## src/rtl/sra8_shared_sequencer.sv

```systemverilog
// Two-requester round-robin arithmetic right shifter; latency amt+1 (1 with SRA_SEQ_BARREL_EN), one result per amt+2 cycles.
// Backpressure: both req rdy low while busy; result held in DONE until resp_rdy, no input buffering.
module sra8_shared_sequencer #(
    parameter int NBITS = 8
) (
    input  logic                     clk,
    input  logic                     reset_n,
    input  logic                     req0_val,
    output logic                     req0_rdy,
    input  logic [NBITS-1:0]         req0_in_,
    input  logic [$clog2(NBITS)-1:0] req0_amt,
    input  logic                     req1_val,
    output logic                     req1_rdy,
    input  logic [NBITS-1:0]         req1_in_,
    input  logic [$clog2(NBITS)-1:0] req1_amt,
    output logic                     resp_val,
    input  logic                     resp_rdy,
    output logic [NBITS-1:0]         resp_out,
    output logic                     resp_id
);
    localparam int AW = $clog2(NBITS);

    typedef enum logic [1:0] {IDLE, CALC, DONE} state_t;

    state_t           r_state;
    logic             r_prio;
    logic             r_id;
    logic [NBITS-1:0] r_data;
`ifndef SRA_SEQ_BARREL_EN
    logic [AW-1:0]    r_cnt;
`endif

    logic             w_idle;
    logic             w_g0;
    logic             w_g1;
    logic             w_acc;
    logic             w_sel;
    logic [NBITS-1:0] w_in;
    logic [AW-1:0]    w_amt;

    // The preferred requester wins a tie; a lone requester always wins.
    assign w_idle   = (r_state == IDLE);
    assign w_g0     = req0_val && (!r_prio || !req1_val);
    assign w_g1     = req1_val && (r_prio || !req0_val);
    assign req0_rdy = w_idle && w_g0;
    assign req1_rdy = w_idle && w_g1;
    assign w_acc    = req0_rdy || req1_rdy;
    assign w_sel    = req1_rdy;
    assign w_in     = w_sel ? req1_in_ : req0_in_;
    assign w_amt    = w_sel ? req1_amt : req0_amt;

    assign resp_val = (r_state == DONE);
    assign resp_out = r_data;
    assign resp_id  = r_id;

`ifdef SRA_SEQ_BARREL_EN
    logic [NBITS-1:0] w_shifted;
    assign w_shifted = $signed(w_in) >>> w_amt;
`endif

    always_ff @(posedge clk) begin
        if (!reset_n) begin
            r_state <= IDLE;
            r_prio  <= 1'b0;
            r_id    <= 1'b0;
            r_data  <= '0;
`ifndef SRA_SEQ_BARREL_EN
            r_cnt   <= '0;
`endif
        end else begin
            case (r_state)
                IDLE: begin
                    if (w_acc) begin
                        r_id   <= w_sel;
                        r_prio <= ~w_sel;
`ifdef SRA_SEQ_BARREL_EN
                        r_data  <= w_shifted;
                        r_state <= DONE;
`else
                        r_data  <= w_in;
                        r_cnt   <= w_amt;
                        r_state <= (w_amt == '0) ? DONE : CALC;
`endif
                    end
                end
`ifndef SRA_SEQ_BARREL_EN
                CALC: begin
                    r_data <= {r_data[NBITS-1], r_data[NBITS-1:1]};
                    r_cnt  <= r_cnt - AW'(1);
                    if (r_cnt == AW'(1)) begin
                        r_state <= DONE;
                    end
                end
`endif
                DONE: begin
                    if (resp_rdy) begin
                        r_state <= IDLE;
                    end
                end
                default: r_state <= IDLE;
            endcase
        end
    end
endmodule

```

## config.mk

```make
export PLATFORM = sky130hd
export DESIGN_NAME = sra8_shared_sequencer
export DESIGN_NICKNAME = d
export VERILOG_FILES = /design/src/rtl/sra8_shared_sequencer.sv
export SDC_FILE = /design/constraint.sdc
export NUM_CORES = 1
export LEC_CHECK = 0
export BUFFER_PORTS_ARGS = -buffer_cell sky130_fd_sc_hd__buf_2
export CORE_ASPECT_RATIO = 1.25
export CORE_MARGIN = 5
export CORE_UTILIZATION = 51
export CTS_BUF_LIST = sky130_fd_sc_hd__clkbuf_4 sky130_fd_sc_hd__clkbuf_8 sky130_fd_sc_hd__clkbuf_16
export CTS_CLUSTER_DIAMETER = 120
export CTS_CLUSTER_SIZE = 20
export DETAILED_ROUTE_END_ITERATION = 6
export PLACE_DENSITY = 0.84
export SYNTH_ARGS = -nofsm -noshare
export SYNTH_HDL_FRONTEND = slang
export SYNTH_SLANG_ARGS = --single-unit
```

## constraint.sdc

```tcl
create_clock -name clk -period 3 [get_ports clk]
set_input_delay 0.15 -clock clk [delete_from_list [all_inputs] [get_ports clk]]
set_output_delay 0.15 -clock clk [all_outputs]
set_load 0.03 [all_outputs]
```

# --- Word-level counts from Yosys, hierarchy flattened ---
# Cells that the tools add are included.
word_totals:
  reg_bits: 15
op_classes:
  bitwise_logic: 2
  reduce_logical: 17
  n_addsub: 1
  muxes: 11
  eq_ne: 6
ops:
  columns: ["operator", "count"]
  rows:
  - ["2-to-1 mux 8 bit", 2]
  - ["one-hot mux 8 bit (2 select lines)", 1]
  - ["2-to-1 mux 2 bit", 4]
  - ["2-to-1 mux 3 bit", 2]
  - ["one-hot mux 2 bit (3 select lines)", 1]
  - ["one-hot mux 3 bit (2 select lines)", 1]
  - ["AND reduction 3 bit", 2]
  - ["logical AND 1 bit", 4]
  - ["inequality test 2 x 1 -> 1 bit (second input constant)", 2]
  - ["AND reduction 2 bit", 2]
  - ["equality test 3 x 1 -> 1 bit (second input constant)", 1]
  - ["logical NOT 1 bit", 3]
  - ["logical NOT 3 bit", 1]
  - ["logical OR 1 bit", 3]
  - ["subtractor 3 x 1 -> 3 bit (second input constant)", 1]
  - ["equality test 2 x 1 -> 1 bit (second input constant)", 1]
  - ["equality test 2 bit (second input constant)", 1]
  - ["logical NOT 2 bit", 1]
  - ["inequality test 2 bit (second input constant)", 1]
  - ["NOT 1 bit", 2]
  - ["nonzero test 2 bit", 1]

# --- Logic depth before layout (Yosys ltp) ---
logic_depth:
  ltp_word: 9
  ltp_mapped: 7

# --- Least setup slack after synthesis ---
# OpenSTA, ideal clock, no wires.
synth_timing:
  path_type: "register -> register"
  start: "reg r_state[1]"
  end: "reg r_cnt[0]"
  required_ns: 2.878
  t_arrival_ns: 1.261
  path_slack_ns: 1.617
  path_buffers: 1
  stages_incl_launch_ff: 6
  cell_sequence: "dfxtp_1 buf_6 or3b_4 o21ai_1 a21boi_1 o311a_1"
synth_via:
  elab_chain_len: 5
  elab_cells_between_ends: 11
  classes_between: "2 x eq/ne; 3 x mux; 6 x reduce/logical"
synth_lines:
  columns: ["item", "line_no", "text"]
  rows:
  - ["from (decl)", "25", "state_t r_state;"]
  - ["from (signal assigned)", "82", "r_state <= (w_amt == '0) ? DONE : CALC;"]
  - ["logical NOT 2 bit", "42, 71", null]
  - ["logical AND 1 bit (on tied branches)", "46, 45", null]
  - ["2-to-1 mux 3 bit or logical OR 1 bit (tied branches)", "50, 47", null]
  - ["2-to-1 mux 3 bit or inequality test 2 x 1 -> 1 bit (tied branches)", null, null]
  - ["one-hot mux 3 bit (2 select lines) or AND reduction 2 bit (tied branches)", null, null]
  - ["to (signal assigned)", "81", "r_cnt <= w_amt;"]
  - ["to (signal assigned)", "89", "r_cnt <= r_cnt - AW'(1);"]
  - ["to (decl)", "30", "logic [AW-1:0] r_cnt;"]
# Several ways; a longest one is shown, not always the timed one. The select of a mux whose other input is x is not followed.
# A chain may end at the register's enable or synchronous reset.

# --- Worst setup path in the final report ---
layout_timing:
  start: "reg r_state[0]"
  end: "out req1_rdy"
layout_via:
  elab_chain_len: 2
layout_lines:
  columns: ["item", "line_no", "text"]
  rows:
  - ["logical NOT 2 bit", "42", "assign w_idle = (r_state == IDLE);"]
  - ["logical AND 1 bit", "46", "assign req1_rdy = w_idle && w_g1;"]
  - ["to (decl)", "13", "output logic req1_rdy,"]
# Every way passes these cells.

==> flow_summary.yaml <==
floorplan:
  die_area_um2: 2880
  initial_core_util_pct: 54.3
  coreArea_um2: 1790
  die_h_um: 58.8
  rows: 17
  die_w_um: 49
  pin_count: 39
status:
  status: "finished clean"
min_path:
  hold_class: "in2reg"
  hp-start: "req1_in_[7]"
critical_path:
  critPathRequiredTime_ns: 2.85
  startpoint: "r_state[0]"
  reg2reg_from: "r_state[0]"
  endpoint_kind: "primary output"
  critPathArrivalTime_ns: 2.15
  start_kind: "flop"
  crit_fanout: 18
  crit_type: "reg2out"
yosys:
  syn_avg_cell_area_um2: 7.82
  synth_cell_type_count: 35
  yosys_warnings: 0
  yosysMostFrequentCell: "dfxtp_1"
  synthTopCellsByArea: "dfxtp_1, a211oi_1, a21boi_0, nand2b_1, nand3_1"
  synthFlopType: "dfxtp_1"
  ys_ff_latch: 15
  synth_top_area_share_pct: 31.0
  synth_edf_count: 0
  seq_area_frac_synth_pct: 31.0
  ys_async_sr_fraction_pct: 0
  yosys.area.top_type: "dfxtp_1"
  netlist_area_um2: 970
  syn_inst: 124
  synth_commonest_cells: "dfxtp_1, nand2_1, nand3_1"
  syn-num-nets: 153
clocking:
  tritoncts: "done"
  cts_buffers: 3
  clock_latency_ns: 0.30
  post_cts_buffers: 0
  ctsHoldBuffers: 0
  cts_resized: 0
  clk_pin_slew_ns: 0.10
  cts_max_level: 1
  clock_path_buffers: 2
  clock-root-buffer: "clkbuf_4"
  cts.sinks: 15
placement:
  dp_hpwl_um: 1940
  gp_congestion: 0.957
  port_buffers: 38
  placed_area_um2: 1130
detailed_routing:
  wl_per_cell_um: 15.0
  drc: 0
  vias_per_cell: 5.95
  drtPass1Iterations: 4
  drtIter0Drc: 33
  ant_nets: 0
  drt_wl_total_um: 2640
  via_count: 1048
grt:
  grtUsageTotal_pct: 18.9
  grt_pass1_wl_um: 4350
  grt_max_degree: 20
  grt_antenna_before_repair: 0
  grt_overflow_total: 0
  first_global_vias: 1058
power_and_ir_drop:
  pwr-share-clk_pct: 14.9
  p_seq_share_pct: 37.7
  power_per_cell_area_nw_per_um2: 704
  p_leak_uw: 0.000531
  p_sw_share_pct: 45.3
  switchingPower_uw: 368
  p_int_uw: 444
  ir_drop_uv: 392
  p_comb_share_pct: 47.3
  totalPowerFinal_uw: 812
sta:
  period_minus_slack_ns: 2.30
  worstMarginPinSlew_ns: 0.671
  fmax_mhz: 435
  hold_violations: 0
  finalSetupTns_ns: 0
  clock-skew-final_ns: 0.00399
  slew_headroom_pct: 55.2
  rsz0062_at_grt: "false"
  finalCritPeriodShare_pct: 76.7
  final-setup-viol-count: 0
  finalMaxSlewViolations: 0
layout:
  fin_area_um2: 1150
  final-seq-area_um2: 300
  drive_gt1_share_pct: 29.9
  postLayoutCoreUtil_pct: 64.6
  multi_input_area_um2: 589
  synthToLayoutAreaGrowth_pct: 19.0
  n_fill_cell: 161
  diodes: 0
  nets: 187
job:
  drv_cap: 0
-- critical path, cell delays in order, from the launching register on --
cell	delay, ns
dfxtp_1	0.52
nor3b_2	0.58
nand2_1	0.27
inv_2	0.24
buf_2	0.24
-- path summary, 6_finish.rpt --
| kind | slack, ns | to | depth (start not counted) |
|---|---|---|---|
| hold reg to reg | 0.48 | resp_out[0] | 2 |
| hold / removal | 0.11 | resp_out[7] | 3 |
| setup / recovery | 0.70 | req1_rdy | 4 |
| setup reg to reg | 0.94 | r_cnt[0] | 5 |
-- per-layer routing --
layer  up-vias  share of wire, %  routed length (µm)  GRT usage (%)
met5         -                 0                   0              0
met4         0               1.8                  47           10.0
met3         6               7.5                 197           3.80
met2        59                49                1290           33.2
met1       472                42                1110           21.3
li1        511                 -                   -              -
-- through the flow --
step	cells	hold slack (ns)	worst slack (ns)
after floorplan	124	0.309	1.62
after global placement	172	0.423	1.16
after detailed placement	172	0.431	1.01
after CTS	176	0.105	0.733
after global routing	176	0.140	0.578
final	176	0.111	0.699
-- state kept, by name (all words and copies together), names as in the netlist --
name,count
resp_out,8
r_cnt,3
resp_id,1
r_state,2
r_prio,1
-- logic make-up after synthesis --
logic type | count (synthesis) | synth area share [%]
and+or+nand+nor | 51 | 28.6
AOI/OAI and AO/OA | 40 | 28.5
buffers and inverters | 15 | 8.26
adders and majority gates | 2 | 2.58
DFF | 15 | 31.0
muxes | 1 | 1.03
-- cell usage in the layout, fill, tap and decap left out, types with 2 or more instances in the layout --
cell       n
a21oi_1    3
nand2_1   14
inv_1      5
o22ai_1    7
nor3_1     3
dfxtp_1   15
nand3_1   11
buf_2     38
nor2_1     3
and2_1     2
o21ai_0    4
nor2b_1    2
a21boi_0   8
o21ai_1    2
clkbuf_4   3
ha_1       2
nand2b_1   9
a211oi_1   9
-- power groups by stage --
| stage | clock network, µW | registers (µW) | logic, µW |
|---|---|---|---|
| 2_1_floorplan | 0 | 345 | 256 |
| 3_3_place_gp | 0 | 306 | 373 |
| 3_5_place_dp | 0 | 309 | 381 |
| 4_1_cts | 123 | 304 | 384 |
| 5_1_grt | 132 | 313 | 421 |
| 6_report | 121 | 306 | 384 |
-- area by class of cell --
cell class,instances,share of cell area (%)
Tap cell,19,2.06
Clock buffer,3,1.95
Inverter,6,1.95
Sequential cell,15,26.0
Clock inverter,1,0.434
Timing Repair Buffer,38,16.5
Multi-Input combinational cell,94,51.1
(Power assumes the default switching activity.)
